===== config.mk =====
export PLATFORM = sky130hd
export DESIGN_NAME = dsp19x2_fir_sequencer_flat
export DESIGN_NICKNAME = d
export VERILOG_FILES = /design/src/rtl/dsp19x2_fir_sequencer_pkg.sv /design/src/rtl/dsp19x2_fir_sequencer_if.sv /design/src/rtl/dsp19x2_fir_sequencer_res_fifo.sv /design/src/rtl/dsp19x2_fir_sequencer.sv /design/src/flat_wrapper.sv
export SDC_FILE = /design/constraint.sdc
export NUM_CORES = 1
export LEC_CHECK = 0
export ABC_AREA = 1
export BUFFER_PORTS_ARGS = -buffer_cell sky130_fd_sc_hd__clkbuf_2
export CORE_MARGIN = 8
export CORE_UTILIZATION = 58
export DETAILED_ROUTE_END_ITERATION = 8
export GPL_TIMING_DRIVEN = 0
export PLACE_DENSITY = 0.87
export SYNTH_ARGS = -nofsm -noshare
export SYNTH_HDL_FRONTEND = slang
export SYNTH_SLANG_ARGS = --single-unit

===== constraint.sdc =====
create_clock -name CLK -period 2.3 [get_ports CLK]
set_clock_uncertainty 0.2 [all_clocks]
set_input_delay 0.575 -clock CLK [delete_from_list [all_inputs] [get_ports CLK]]
set_output_delay 0.575 -clock CLK [all_outputs]
set_load 0.02 [all_outputs]

===== src/rtl/dsp19x2_fir_sequencer_pkg.sv =====
// Shared types and constants for the DSP19X2 FIR sequencer.
//   seq_state_t : sequencer FSM states (IDLE, TAP)
//   NUM_TAPS, B_W, Z_W, FIFO_DEPTH, TAG_STAGES : datapath geometry
//   fb_sel(k)   : FEEDBACK code that selects stored coefficient k
package dsp19x2_seq_pkg;

    typedef enum logic {IDLE, TAP} seq_state_t;

    localparam int NUM_TAPS   = 4;
    localparam int B_W        = 9;
    localparam int Z_W        = 19;
    localparam int FIFO_DEPTH = 2;
    localparam int TAG_STAGES = 6;

    function automatic logic [2:0] fb_sel(input logic [1:0] k);
        return {1'b1, k};
    endfunction

endpackage


===== src/rtl/dsp19x2_fir_sequencer_if.sv =====
// Sample-in / result-out stream interface of the FIR sequencer.
//   IN_VALID/IN_READY/IN_B1/IN_B2     : dual-channel sample pair stream
//   OUT_VALID/OUT_READY/OUT_Y1/OUT_Y2 : dual-channel FIR result stream
// Modports: slave = sequencer, master = producer/consumer environment.
interface dsp19x2_fir_sequencer_if;
    import dsp19x2_seq_pkg::*;

    logic           IN_VALID;
    logic           IN_READY;
    logic [B_W-1:0] IN_B1;
    logic [B_W-1:0] IN_B2;
    logic           OUT_VALID;
    logic           OUT_READY;
    logic [Z_W-1:0] OUT_Y1;
    logic [Z_W-1:0] OUT_Y2;

    modport slave (
        input  IN_VALID, IN_B1, IN_B2, OUT_READY,
        output IN_READY, OUT_VALID, OUT_Y1, OUT_Y2
    );

    modport master (
        output IN_VALID, IN_B1, IN_B2, OUT_READY,
        input  IN_READY, OUT_VALID, OUT_Y1, OUT_Y2
    );

endinterface


===== src/rtl/dsp19x2_fir_sequencer_res_fifo.sv =====
// dsp19x2_seq_res_fifo: 2-entry result FIFO with occupancy output.
//   clk, rst_n : clock, asynchronous active-low reset
//   push, din  : write one entry (never into a full FIFO unless popping too)
//   pop        : consumer takes the head; ignored when empty
//   dout       : head entry, or the last popped entry while empty
//   count      : occupancy 0..2
module dsp19x2_seq_res_fifo
    import dsp19x2_seq_pkg::*;
#(
    parameter int W = 2 * Z_W
) (
    input  logic         clk,
    input  logic         rst_n,
    input  logic         push,
    input  logic [W-1:0] din,
    input  logic         pop,
    output logic [W-1:0] dout,
    output logic [1:0]   count
);

    logic [FIFO_DEPTH-1:0][W-1:0] mem;
    logic                         wr_ptr;
    logic                         rd_ptr;
    logic [W-1:0]                 last;
    logic                         pop_ok;

    assign pop_ok = pop && (count != 2'd0);
    // Empty FIFO keeps presenting what the consumer saw last.
    assign dout   = (count == 2'd0) ? last : mem[rd_ptr];

    always_ff @(posedge clk or negedge rst_n) begin
        if (!rst_n) begin
            mem    <= '0;
            wr_ptr <= 1'b0;
            rd_ptr <= 1'b0;
            last   <= '0;
            count  <= 2'd0;
        end else begin
            if (push) begin
                mem[wr_ptr] <= din;
                wr_ptr      <= ~wr_ptr;
            end
            if (pop_ok) begin
                last   <= mem[rd_ptr];
                rd_ptr <= ~rd_ptr;
            end
            count <= count + 2'(push) - 2'(pop_ok);
        end
    end

    // Credit upstream must make an overflowing push impossible.
    assert property (@(posedge clk) disable iff (!rst_n)
        !(push && !pop_ok && count == 2'd2));

endmodule


===== src/rtl/dsp19x2_fir_sequencer.sv =====
// dsp19x2_fir_sequencer: drives one DSP19X2 in multiply-accumulate mode
// through 4-tap FIR passes over a dual-channel sample stream.
//   CLK, RESET        : clock, asynchronous active-low reset
//   strm (slave)      : sample-in and result-out valid/ready streams
//   B1, B2            : tap operands from the per-channel delay lines
//   FEEDBACK          : coefficient select {1, tap}; 0 when idle
//   LOAD_ACC          : restarts the accumulator on tap 0
//   SHIFT_RIGHT       : constant SHIFT
//   Z1, Z2            : DSP results, captured DSP_LATENCY cycles after tap 3
//   OVF_CNT           : only with DSP19X2_SEQ_OVF_CNT_EN defined; saturating
//                       count of pushed results at 19'h3FFFF / 19'h40000
module dsp19x2_fir_sequencer
    import dsp19x2_seq_pkg::*;
#(
    parameter int DSP_LATENCY = 2,
    parameter int SHIFT       = 0
) (
    input  logic                      CLK,
    input  logic                      RESET,
    dsp19x2_fir_sequencer_if.slave    strm,
    output logic [B_W-1:0]            B1,
    output logic [B_W-1:0]            B2,
    output logic [2:0]                FEEDBACK,
    output logic                      LOAD_ACC,
    output logic [4:0]                SHIFT_RIGHT,
    input  logic [Z_W-1:0]            Z1,
    input  logic [Z_W-1:0]            Z2
`ifdef DSP19X2_SEQ_OVF_CNT_EN
    ,
    output logic [7:0]                OVF_CNT
`endif
);

    seq_state_t                     state_q, state_d;
    logic [1:0]                     tap_q, tap_d;
    logic                           armed;
    logic [NUM_TAPS-1:0][B_W-1:0]   d1, d2;
    logic [TAG_STAGES-1:0]          tag_pipe;
    logic [1:0]                     inflight;
    logic [1:0]                     fifo_count;
    logic                           last_tap, credit, in_ready, accept;
    logic                           push, pop;

    assign SHIFT_RIGHT = 5'(SHIFT);

    assign last_tap = (state_q == TAP) && (tap_q == 2'd3);
    // Passes in flight plus queued results may never exceed the FIFO depth,
    // so every result has a slot reserved when it is accepted.
    assign credit   = ({1'b0, inflight} + {1'b0, fifo_count}) < 3'(FIFO_DEPTH);
    // armed keeps IN_READY low during and just after reset.
    assign in_ready = armed && ((state_q == IDLE) || last_tap) && credit;
    assign accept   = strm.IN_VALID && in_ready;
    assign push     = tag_pipe[DSP_LATENCY-1];
    assign pop      = strm.OUT_READY && strm.OUT_VALID;

    assign strm.IN_READY  = in_ready;
    assign strm.OUT_VALID = (fifo_count != 2'd0);

    always_comb begin
        state_d  = state_q;
        tap_d    = tap_q;
        B1       = '0;
        B2       = '0;
        FEEDBACK = 3'b000;
        LOAD_ACC = 1'b0;
        case (state_q)
            IDLE: begin
                if (accept) begin
                    state_d = TAP;
                    tap_d   = 2'd0;
                end
            end
            TAP: begin
                B1       = d1[tap_q];
                B2       = d2[tap_q];
                FEEDBACK = fb_sel(tap_q);
                LOAD_ACC = (tap_q == 2'd0);
                tap_d    = tap_q + 2'd1;
                // Back-to-back pass: tap 3 wraps straight to tap 0.
                if (last_tap && !accept) state_d = IDLE;
            end
            default: state_d = IDLE;
        endcase
    end

    always_ff @(posedge CLK or negedge RESET) begin
        if (!RESET) begin
            state_q  <= IDLE;
            tap_q    <= 2'd0;
            armed    <= 1'b0;
            d1       <= '0;
            d2       <= '0;
            tag_pipe <= '0;
            inflight <= 2'd0;
        end else begin
            state_q  <= state_d;
            tap_q    <= tap_d;
            armed    <= 1'b1;
            if (accept) begin
                d1 <= {d1[NUM_TAPS-2:0], strm.IN_B1};
                d2 <= {d2[NUM_TAPS-2:0], strm.IN_B2};
            end
            // Tag follows tap 3 down the DSP pipeline to time the Z capture.
            tag_pipe <= {tag_pipe[TAG_STAGES-2:0], last_tap};
            inflight <= inflight + 2'(accept) - 2'(push);
        end
    end

    // Passes are at least 4 cycles apart, so the tag pipe never holds
    // more than two tags.
    assert property (@(posedge CLK) disable iff (!RESET)
        $countones(tag_pipe) <= 2);

    dsp19x2_seq_res_fifo #(.W(2 * Z_W)) u_fifo (
        .clk   (CLK),
        .rst_n (RESET),
        .push  (push),
        .din   ({Z1, Z2}),
        .pop   (pop),
        .dout  ({strm.OUT_Y1, strm.OUT_Y2}),
        .count (fifo_count)
    );

`ifdef DSP19X2_SEQ_OVF_CNT_EN
    logic z_ext;
    assign z_ext = (Z1 == 19'h3FFFF) || (Z1 == 19'h40000) ||
                   (Z2 == 19'h3FFFF) || (Z2 == 19'h40000);

    always_ff @(posedge CLK or negedge RESET) begin
        if (!RESET)                                OVF_CNT <= 8'd0;
        else if (push && z_ext && OVF_CNT != 8'hFF) OVF_CNT <= OVF_CNT + 8'd1;
    end
`endif

endmodule


===== src/flat_wrapper.sv =====
// flat-port wrapper written by rule: the top's interface ports become plain ports
module dsp19x2_fir_sequencer_flat import dsp19x2_seq_pkg::*;
#(
    parameter int DSP_LATENCY = 2,
    parameter int SHIFT       = 0
)
  (CLK, RESET, B1, B2, FEEDBACK, LOAD_ACC, SHIFT_RIGHT, Z1, Z2, strm_IN_VALID, strm_IN_B1, strm_IN_B2, strm_OUT_READY, strm_IN_READY, strm_OUT_VALID, strm_OUT_Y1, strm_OUT_Y2);
  dsp19x2_fir_sequencer_if strm_i ();
  input  logic CLK;
  input  logic RESET;
  output logic [B_W-1:0] B1;
  output logic [B_W-1:0] B2;
  output logic [2:0] FEEDBACK;
  output logic LOAD_ACC;
  output logic [4:0] SHIFT_RIGHT;
  input  logic [Z_W-1:0] Z1;
  input  logic [Z_W-1:0] Z2;
  input wire logic [$bits(strm_i.IN_VALID)-1:0] strm_IN_VALID;
  input wire logic [$bits(strm_i.IN_B1)-1:0] strm_IN_B1;
  input wire logic [$bits(strm_i.IN_B2)-1:0] strm_IN_B2;
  input wire logic [$bits(strm_i.OUT_READY)-1:0] strm_OUT_READY;
  output wire logic [$bits(strm_i.IN_READY)-1:0] strm_IN_READY;
  output wire logic [$bits(strm_i.OUT_VALID)-1:0] strm_OUT_VALID;
  output wire logic [$bits(strm_i.OUT_Y1)-1:0] strm_OUT_Y1;
  output wire logic [$bits(strm_i.OUT_Y2)-1:0] strm_OUT_Y2;
  assign strm_i.IN_VALID = strm_IN_VALID;
  assign strm_i.IN_B1 = strm_IN_B1;
  assign strm_i.IN_B2 = strm_IN_B2;
  assign strm_i.OUT_READY = strm_OUT_READY;
  assign strm_IN_READY = strm_i.IN_READY;
  assign strm_OUT_VALID = strm_i.OUT_VALID;
  assign strm_OUT_Y1 = strm_i.OUT_Y1;
  assign strm_OUT_Y2 = strm_i.OUT_Y2;
  dsp19x2_fir_sequencer #(.DSP_LATENCY(DSP_LATENCY), .SHIFT(SHIFT)) u_core (.CLK(CLK), .RESET(RESET), .strm(strm_i), .B1(B1), .B2(B2), .FEEDBACK(FEEDBACK), .LOAD_ACC(LOAD_ACC), .SHIFT_RIGHT(SHIFT_RIGHT), .Z1(Z1), .Z2(Z2));
endmodule

==> results.yml, run 1 <==
run_status:
  status: "finished, violations left"
  violations: "negative setup slack"
sta:
  finalCriticalPeriod_ns: 2.65
  max_freq_ghz: 0.378
  slew_viol_final: 0
  grt_setup_unrepaired: "true"
  finalCritPeriodShare: 1.15
  tightest_slew_ns: 0.893
  slew-limit-headroom: 0.405
  final_hold_viol_count: 0
  worst_slack_ns: -0.347
  setup_viol_count_final: 60
worst_hold_path:
  min_path_type: "in2async"
power_and_ir_drop:
  power_leakage_nw: 6.41
  power_frac_comb: 0.588
  p_per_area_mw_per_mm2: 1740
  p_int_mw: 12.0
  swShare: 0.444
  totalPowerFinal_mw: 21.5
  peakVddDrop_uv: 1130
  p_seq_frac: 0.277
  clockPowerShare: 0.136
  power_switching_mw: 9.53
worst_setup_path:
  crit_slowest_cell: "dfrtp_1"
  cp_cell_sequence: "or2_1 -> buf_6 -> buf_12 -> clkbuf_16 -> nand2_4 -> o21ai_2 -> clkbuf_8"
  worst-path-max-fanout: 7
  r2r_slack_ns: -0.05
  worstSetupStartpoint: "u_core.u_fifo.count[1]"
  end_kind: "output port"
  path_class: "reg2out"
  r2r_start: "u_core.u_fifo.count[0]"
  critPathMaxStageDelay_ns: 0.42
  cp-start-kind: "flip-flop"
  critPathArrivalTime_ns: 1.87
  cp.required_ns: 1.52
placement:
  post-dp-hpwl_mm: 15.5
  io_buffers: 121
  routabilityCongestion: 0.890
  pre_cts_ws_ns: -0.139
grt:
  grt_pass1_wl_mm: 41.2
  gr-total-overflow: 0
  grt_max_degree: 113
  grt_pass1_vias: 8524
  antenna_found_initial: 0
  groute.usage.overall: 0.257
cts:
  cts.path.max_buffers: 2
  cts_buffers: 17
  clkSinkCount: 198
  cts_hold_buffers: 0
  insertion_delay_ns: 0.44
  ctsRootBufferMaster: "clkbuf_16"
  cts_tree: "yes"
  cts.clk_slew.worst_paths_ns: 0.07
  htreeDepth: 4
yosys:
  synthDistinctLibCells: 27
  syn_inst: 1146
  seq_area_frac_synth: 0.537
  ys_ff_latch: 198
  synth_edf_count: 0
  synth_area_sq_mm: 0.00923
  async_reset_ff_frac: 1.00
  syn_avg_cell_area_sq_um: 8.06
  synthFlopType: "dfrtp_1"
  yosysWarnings: 0
final_layout:
  antenna_cells: 0
  syn2layout_area_growth_pct: 34.1
  fin_nets: 1378
  drive_gt1_frac: 0.283
  multiInputGateArea_sq_mm: 0.00391
  nFillCells: 894
  seq_area_sq_mm: 0.00496
routing:
  drt_iter0_drc: 1100
  postRouteAntennaNets: 0
  via_per_inst: 5.64
  first_pass_iters: 8
  vias: 8680
  routed_wl_mm: 28.6
  drc_errors: 0
  wl_per_cell_um: 18.6
floorplan:
  core_area_sq_mm: 0.0157
  initial_utilization: 0.588
  fp.dieH_um: 142
  dieWidth_um: 142
  die-area_sq_mm: 0.0202
  num_rows: 46
  io_pins: 127
job:
  drv_cap: 0
cell families after synthesis:
group	count (synthesis)	synth area share
AND/OR/NAND/NOR	468	0.199
AO/OA/AOI/OAI	242	0.140
buffers and inverters	224	0.109
flip-flops	198	0.537
adder cells (fa/ha/maj)	7	0.0103
XOR/XNOR	5	0.00474
other	2	0.000813
Yosys cell counts (all sizes together), types with 2 or more instances:
cell type	n	area (sq um)
a21oi	18	90.1
buf	47	330
clkbuf	30	118
clkinv	2	7.51
conb	2	7.51
dfrtp	198	4950
ha	6	75.1
inv	145	547
nand2	443	1710
nand3	21	105
o211ai	18	135
o21ai	206	1060
or2	2	12.5
xnor2	4	35.0
power groups by stage:
| stage | clock [mW] | combinational, mW | sequential (mW) |
|---|---|---|---|
| after global placement | 0 | 7.68 | 5.78 |
| after CTS | 2.91 | 10.4 | 5.81 |
| after detailed placement | 0 | 7.93 | 5.85 |
| after global routing | 3.07 | 13.5 | 6.07 |
| final | 2.91 | 12.6 | 5.95 |
| after floorplan | 0 | 5.65 | 5.66 |
per-layer routing:
layer  part of all wire  track usage  vias to the layer above
met2               0.51        0.448                      509
li1                   -            -                     3884
met3              0.081       0.0550                      130
met1               0.36        0.291                     4157
met4              0.048        0.131                        0
met5                  0            0                        -
cell type report:
| type | instances | area share |
|---|---|---|
| Tap cell | 216 | 0.0218 |
| Clock buffer | 20 | 0.0377 |
| Inverter | 147 | 0.0458 |
| Timing Repair Buffer | 144 | 0.113 |
| Buffer | 75 | 0.0577 |
| Sequential cell | 198 | 0.400 |
| Clock inverter | 11 | 0.00819 |
| Multi-Input combinational cell | 728 | 0.316 |
flip-flops by register name, indices dropped and copies added, names as in the netlist, 2 cells and up:
name and count:
u_core.inflight 2, u_core.d1 36, u_core.tap_q 2, u_core.u_fifo.mem 76, u_core.u_fifo.last 38, u_core.tag_pipe 2, u_core.u_fifo.count 2, u_core.d2 36
critical path, delay by kind of cell, from the launching register on:
| family | cells | cell delay, ns |
|---|---|---|
| AND/OR/NAND/NOR | 2 | 0.31 |
| AO/OA/AOI/OAI | 1 | 0.06 |
| flip-flops | 1 | 0.42 |
| buffers and inverters | 4 | 0.64 |
metrics by stage:
| stage | hold WS [ns] | cell area (sq um) | cells | setup TNS [ns] | util |
|---|---|---|---|---|---|
| after global routing | 0.111 | 12400 | 1539 | -19.20 | 0.788 |
| after floorplan | 0.0794 | 9250 | 1150 | 0 | - |
| after CTS | 0.0870 | 11700 | 1531 | -13.82 | 0.744 |
| after global placement | 0.132 | 10100 | 1487 | -634.16 | 0.644 |
| after detailed placement | 0.136 | 10200 | 1488 | -1.15 | 0.647 |
| final | 0.0270 | 12400 | 1539 | -15.91 | 0.788 |
path summary, 6_finish.rpt:
kind / cells past startpoint / to
max in group asynchronous: 2 / u_core.u_fifo.mem[25]
max reg2reg: 9 / u_core.d1[16]
min in group CLK: 3 / u_core.d2[6]
max: 7 / strm_OUT_Y1[7]
min: 1 / u_core.d2[10]
min reg2reg: 0 / u_core.tag_pipe[1]
what timing repair did:
action / 4_1_cts / 5_1_grt
endpoints found under the setup margin: 76 / 135
buffers inserted: 8 / 4
resized for setup: 257 / 224
pin swaps: 27 / 40
gates cloned: 5 / 6
cell usage in the layout (no fill, tap or decap), types with 13 or more instances in the layout:
cell type / synthesis / final
inv_1: 144 / 140
nand2_2: 11 / 32
clkbuf_8: 0 / 23
o211ai_1: 18 / 18
nand2_4: 0 / 27
buf_6: 12 / 34
dfrtp_1: 198 / 197
o21ai_1: 23 / 58
o21ai_2: 9 / 26
clkbuf_2: 4 / 65
clkbuf_16: 0 / 23
buf_8: 0 / 17
a21oi_2: 0 / 13
nand2_1: 431 / 383
buf_2: 24 / 13
o21ai_0: 174 / 111
buf_4: 9 / 32
(Power assumes the default switching activity.)
==> run 2: changes to the inputs <==
--- a/config.mk
+++ b/config.mk
@@ -12,6 +12,7 @@
 export DETAILED_ROUTE_END_ITERATION = 8
 export GPL_TIMING_DRIVEN = 0
 export PLACE_DENSITY = 0.87
+export RECOVER_POWER = 100
 export SYNTH_ARGS = -nofsm -noshare
 export SYNTH_HDL_FRONTEND = slang
 export SYNTH_SLANG_ARGS = --single-unit
==> run 2 against run 1 <==
- the flow finishes with violations (max-capacitance violations, max-slew violations, negative setup slack)
- clock power about the same
- global-route usage unchanged
- total power about the same
- combinational power hardly changed
- highest routed layer unchanged
==> results.yml, run 2 (synthesis gave the netlist of run 1 again) <==
run_status:
  status: "finished, violations left"
  violations: "max-capacitance violations, max-slew violations, negative setup slack"
cts:
  cts_buffers: 17
  cts_hold_buffers: 0
  insertion_delay_ns: 0.45
  cts.path.max_buffers: 2
  cts_tree: "yes"
  cts.clk_slew.worst_paths_ns: 0.07
  htreeDepth: 4
  ctsRootBufferMaster: "clkbuf_16"
  clkSinkCount: 198
sta:
  tightest_slew_ns: 1.54
  hold_slack_ns: 0.118
  setup_viol_count_final: 61
  finalCriticalPeriod_ns: 2.65
  slew_viol_final: 112
  final_hold_viol_count: 0
  grt_setup_unrepaired: "true"
  slew-limit-headroom: -0.0249
  max_freq_ghz: 0.378
  worst_slack_ns: -0.345
  finalCritPeriodShare: 1.15
floorplan:
  dieWidth_um: 142
  num_rows: 46
  fp.dieH_um: 142
  io_pins: 127
  die-area_sq_mm: 0.0202
  initial_utilization: 0.588
  core_area_sq_mm: 0.0157
power_and_ir_drop:
  peakVddDrop_uv: 1120
  p_per_area_mw_per_mm2: 1740
  power_leakage_nw: 6.41
  totalPowerFinal_mw: 21.5
grt:
  grt_pass1_vias: 8524
  groute.usage.overall: 0.257
  antenna_found_initial: 0
  gr-total-overflow: 0
  grt_max_degree: 113
  grt_pass1_wl_mm: 41.2
worst_hold_path:
  min_path_type: "in2reg"
worst_setup_path:
  end_kind: "output port"
  path_class: "reg2out"
  cp.required_ns: 1.52
  worst-path-max-fanout: 7
  cp-start-kind: "flip-flop"
  critPathArrivalTime_ns: 1.87
routing:
  wl_per_cell_um: 18.7
  drt_iter0_drc: 1093
  routed_wl_mm: 28.7
  postRouteAntennaNets: 0
  m1WireLength_mm: 10.2
  first_pass_iters: 6
  vias: 8710
  wl_met3_mm: 2.51
  top_layer_used: "met4"
  routed-wl-met2_mm: 14.7
  via_per_inst: 5.66
  drc_errors: 0
job:
  drv_cap: 1
placement:
  io_buffers: 121
  routabilityCongestion: 0.890
  post-dp-hpwl_mm: 15.5
final_layout:
  final_cell_mix: "nand2_1, dfrtp_1, inv_1, o21ai_0, clkbuf_2"
  fin_nets: 1378
  drive_gt1_frac: 0.282
  top_regs: "u_core.u_fifo.mem x76, u_core.u_fifo.last x38"
  regMostFlops: "u_core.u_fifo.mem"
  mostFrequentLayoutCell: "nand2_1"
  antenna_cells: 0
  syn2layout_area_growth_pct: 34.0
  largest_register_ff_count: 76
-- run 2: cell type report --
type,instances,area (sq um)
flip-flops and latches,198,4950
multi-input cells,728,3910
fillers,895,3340
repair buffers,144,1390
plain buffers,75,714
inverters,147,567
clock buffers,20,467
well taps,216,270
clock inverters,11,101
-- run 2: report_power, final --
group	internal [mW]	switching, mW	total (mW)
clock network	1.58	1.34	2.91
registers	5.06	0.887	5.95
logic	5.31	7.32	12.6
total	12.0	9.54	21.5
-- run 2: critical path, stage by stage, from the launching register on --
cell	delay, ns
dfrtp_1	0.42
or2_1	0.25
buf_6	0.15
buf_12	0.16
clkbuf_16	0.18
nand2_4	0.06
o21ai_2	0.06
clkbuf_8	0.15
-- run 2: worst paths after layout --
path / start / to / slack, ns / cells past startpoint
max reg2reg: u_core.u_fifo.count[0] / u_core.d1[16] / -0.05 / 9
max in group asynchronous: RESET / u_core.u_fifo.mem[63] / 0.48 / 2
min in group asynchronous: RESET / u_core.d2[10] / 0.30 / 1
min reg2reg: u_core.tag_pipe[0] / u_core.tag_pipe[1] / 0.15 / 0
max: u_core.u_fifo.count[1] / strm_OUT_Y1[7] / -0.35 / 7
min: strm_IN_B2[6] / u_core.d2[6] / 0.12 / 3
-- run 2: timing repair --
action	in CTS	in global routing
gates cloned	5	6
pin swaps	27	40
setup endpoints to repair	76	135
setup buffers	8	4
gates resized for setup	257	224
-- run 2: metal layers --
layer	vias to the layer above	global-route usage
li1	3884	-
met1	4141	0.291
met4	0	0.131
met5	-	0
met3	124	0.0550
met2	561	0.448
-- run 2: per-stage QoR --
stage / area [sq um] / utilization / setup TNS (ns) / cells / setup slack, ns
floorplan: 9250 / - / 0 / 1150 / 0.00541
global placement: 10100 / 0.644 / -634.16 / 1487 / -3.21
detailed placement: 10200 / 0.647 / -1.15 / 1488 / -0.139
CTS: 11700 / 0.744 / -13.82 / 1531 / -0.346
global route: 12400 / 0.787 / -20.06 / 1539 / -0.388
finish: 12400 / 0.787 / -16.77 / 1539 / -0.345
==> run 3: changes to the inputs <==
--- a/config.mk
+++ b/config.mk
@@ -13,6 +13,7 @@
 export GPL_TIMING_DRIVEN = 0
 export PLACE_DENSITY = 0.87
 export RECOVER_POWER = 100
+export REMOVE_ABC_BUFFERS = 1
 export SYNTH_ARGS = -nofsm -noshare
 export SYNTH_HDL_FRONTEND = slang
 export SYNTH_SLANG_ARGS = --single-unit
==> constraint.sdc (replaced) <==
create_clock -name CLK -period 2.65 [get_ports CLK]
set_clock_uncertainty 0.2 [all_clocks]
set_input_delay 0.6625 -clock CLK [delete_from_list [all_inputs] [get_ports CLK]]
set_output_delay 0.6625 -clock CLK [all_outputs]
set_load 0.02 [all_outputs]
==> run 3 against run 2 <==
- the flow finishes with violations (negative setup slack)
- via count down 3.6%
- global-route usage down 3.1 points
- cell count down 2.4%
- clock-buffer cell count up 1
- clock power down 9.3%
- setup slack better by 0.29 ns
- critical path type unchanged
- critical endpoint is now LOAD_ACC
==> results.yml, run 3 (synthesis gave the netlist of run 1 again) <==
routing:
  vias: 8399
  postRouteAntennaNets: 0
  via_per_inst: 5.59
  drc_errors: 0
  wl_per_cell_um: 18.5
  drt_iter0_drc: 951
  first_pass_iters: 6
  routed_wl_mm: 27.8
power_and_ir_drop:
  peakVddDrop_uv: 720
  swShare: 0.447
  p_int_mw: 9.86
  p_per_area_mw_per_mm2: 1520
  power_frac_comb: 0.558
  clockPowerShare: 0.148
  power_switching_mw: 7.95
  p_seq_frac: 0.294
  power_leakage_nw: 6.12
final_layout:
  antenna_cells: 0
  largest_register_ff_count: 76
  fin_nets: 1341
  top_regs: "u_core.u_fifo.mem x76, u_core.u_fifo.last x38"
  final_cell_mix: "nand2_1, dfrtp_1, o21ai_0, inv_1, clkbuf_2"
  regMostFlops: "u_core.u_fifo.mem"
  mostFrequentLayoutCell: "nand2_1"
  fin_cells: 1502
  nFillCells: 1036
  drive_gt1_frac: 0.248
  syn2layout_area_growth_pct: 27.3
worst_setup_path:
  cpLargestDelayFamily: "flip-flops"
  crit_slowest_cell: "dfrtp_1"
  cp_cell_sequence: "clkinv_4 -> ha_1 -> nand2_1 -> inv_1 -> clkbuf_2"
  critPathArrivalTime_ns: 1.85
  critPathBufInv: 3
  cp.required_ns: 1.79
  ff2ff_path_depth: 5
  end_kind: "output port"
  path_class: "reg2out"
  r2r_start: "u_core.tag_pipe[1]"
  critPathMaxStageDelay_ns: 0.61
  rr_endpoint: "u_core.u_fifo.mem[6]"
  cp-start-kind: "flip-flop"
  worst-path-max-fanout: 19
  r2r_slack_ns: 0.13
grt:
  antenna_found_initial: 0
  groute.usage.overall: 0.226
  grt_max_degree: 104
  gr-total-overflow: 0
  grt_pass1_wl_mm: 36.6
  grt_pass1_vias: 7397
sta:
  tns_ns: -0.731
  grt_setup_unrepaired: "true"
  tightest_slew_ns: 1.30
  setup_viol_count_final: 33
  worst_slack_ns: -0.0600
  max_freq_ghz: 0.369
  slew_viol_final: 0
  final_hold_viol_count: 0
  finalCritPeriodShare: 1.02
  slew-limit-headroom: 0.130
  finalCriticalPeriod_ns: 2.71
run_status:
  status: "finished, violations left"
  violations: "negative setup slack"
cts:
  cts_tree: "yes"
  ctsRootBufferMaster: "clkbuf_16"
  insertion_delay_ns: 0.44
  cts_hold_buffers: 0
  cts.path.max_buffers: 2
  cts.clk_slew.worst_paths_ns: 0.07
  clkSinkCount: 198
  cts_buffers: 17
  htreeDepth: 4
worst_hold_path:
  min_to: "u_core.tag_pipe[1]"
  holdPathStages: 0
  min_path_type: "reg2reg"
  hp-start: "u_core.tag_pipe[0]"
floorplan:
  fp.dieH_um: 142
  num_rows: 46
  die-area_sq_mm: 0.0202
  initial_utilization: 0.588
  io_pins: 127
  dieWidth_um: 142
  core_area_sq_mm: 0.0157
job:
  drv_cap: 0
placement:
  post-dp-hpwl_mm: 12.5
  routabilityCongestion: 0.745
  io_buffers: 121
  dp_cells: 1415
run 3: changes by cell type in the layout (fill, tap and decap cells not counted), moves of 13 or more:
cell and delta:
o21ai_0 +29, nand2_4 -20, o21ai_1 -31, nand2_1 +14, clkbuf_8 -19, buf_8 -16
buf_2 -13
run 3: how the worst max path moves through the flow:
stage	startpoint	end	slack, ns	cells past startpoint
5_1_grt	u_core.u_fifo.count[0]	strm_OUT_Y1[11]	-0.15	5
3_5_place_dp	u_core.u_fifo.rd_ptr	strm_OUT_Y1[6]	-1.41	6
6_report	u_core.tap_q[1]	LOAD_ACC	-0.06	5
4_1_cts	u_core.u_fifo.count[0]	strm_IN_READY	-0.08	7
2_1_floorplan	u_core.u_fifo.count[0]	u_core.inflight[0]	-1.30	7
3_3_place_gp	RESET	u_core.d1[10]	-3.06	1
run 3: area by class of cell:
type | count | area, sq um | share of cell area
timing repair buffer | 173 | 1590 | 0.136
multi-input combinational | 731 | 3660 | 0.311
clock buffer | 21 | 470 | 0.0400
inverter | 147 | 611 | 0.0520
tap | 216 | 270 | 0.0230
timing repair inverter | 6 | 61.3 | 0.00522
sequential | 198 | 4960 | 0.422
clock inverter | 10 | 121 | 0.0103
run 3: routing by layer:
layer	vias to the layer above	track usage	share of wire
met1	3998	0.294	0.38
met2	465	0.377	0.50
met5	-	0	0
li1	3814	-	-
met4	0	0.0627	0.045
met3	122	0.0439	0.079
run 3: repair_timing:
action                                  4_1_cts  5_1_grt
endpoints found under the setup margin      163       86
pin swaps                                     6       16
cloned                                        6       17
buffers inserted                             20       14
gates resized for setup                      73      226
run 3: per-stage QoR:
step                worst slack [ns]  power [mW]  hold slack [ns]  cell area (sq um)  utilization
floorplan                      -1.30        9.48            0.131               8800            -
global route                  -0.145        18.9            0.201              11800        0.748
CTS                          -0.0783        15.1            0.131              10800        0.688
finish                       -0.0600        17.8            0.192              11800        0.748
detailed placement             -1.41        11.6            0.137               9810        0.624
global placement               -3.06        11.2            0.135               9680        0.616
run 3: power groups by stage:
stage	Combinational [mW]	Sequential [mW]	Clock [mW]
floorplan	4.44	5.04	0
global placement	6.02	5.22	0
detailed placement	6.29	5.28	0
CTS	7.32	5.17	2.64
global route	10.7	5.36	2.77
finish	9.93	5.23	2.64
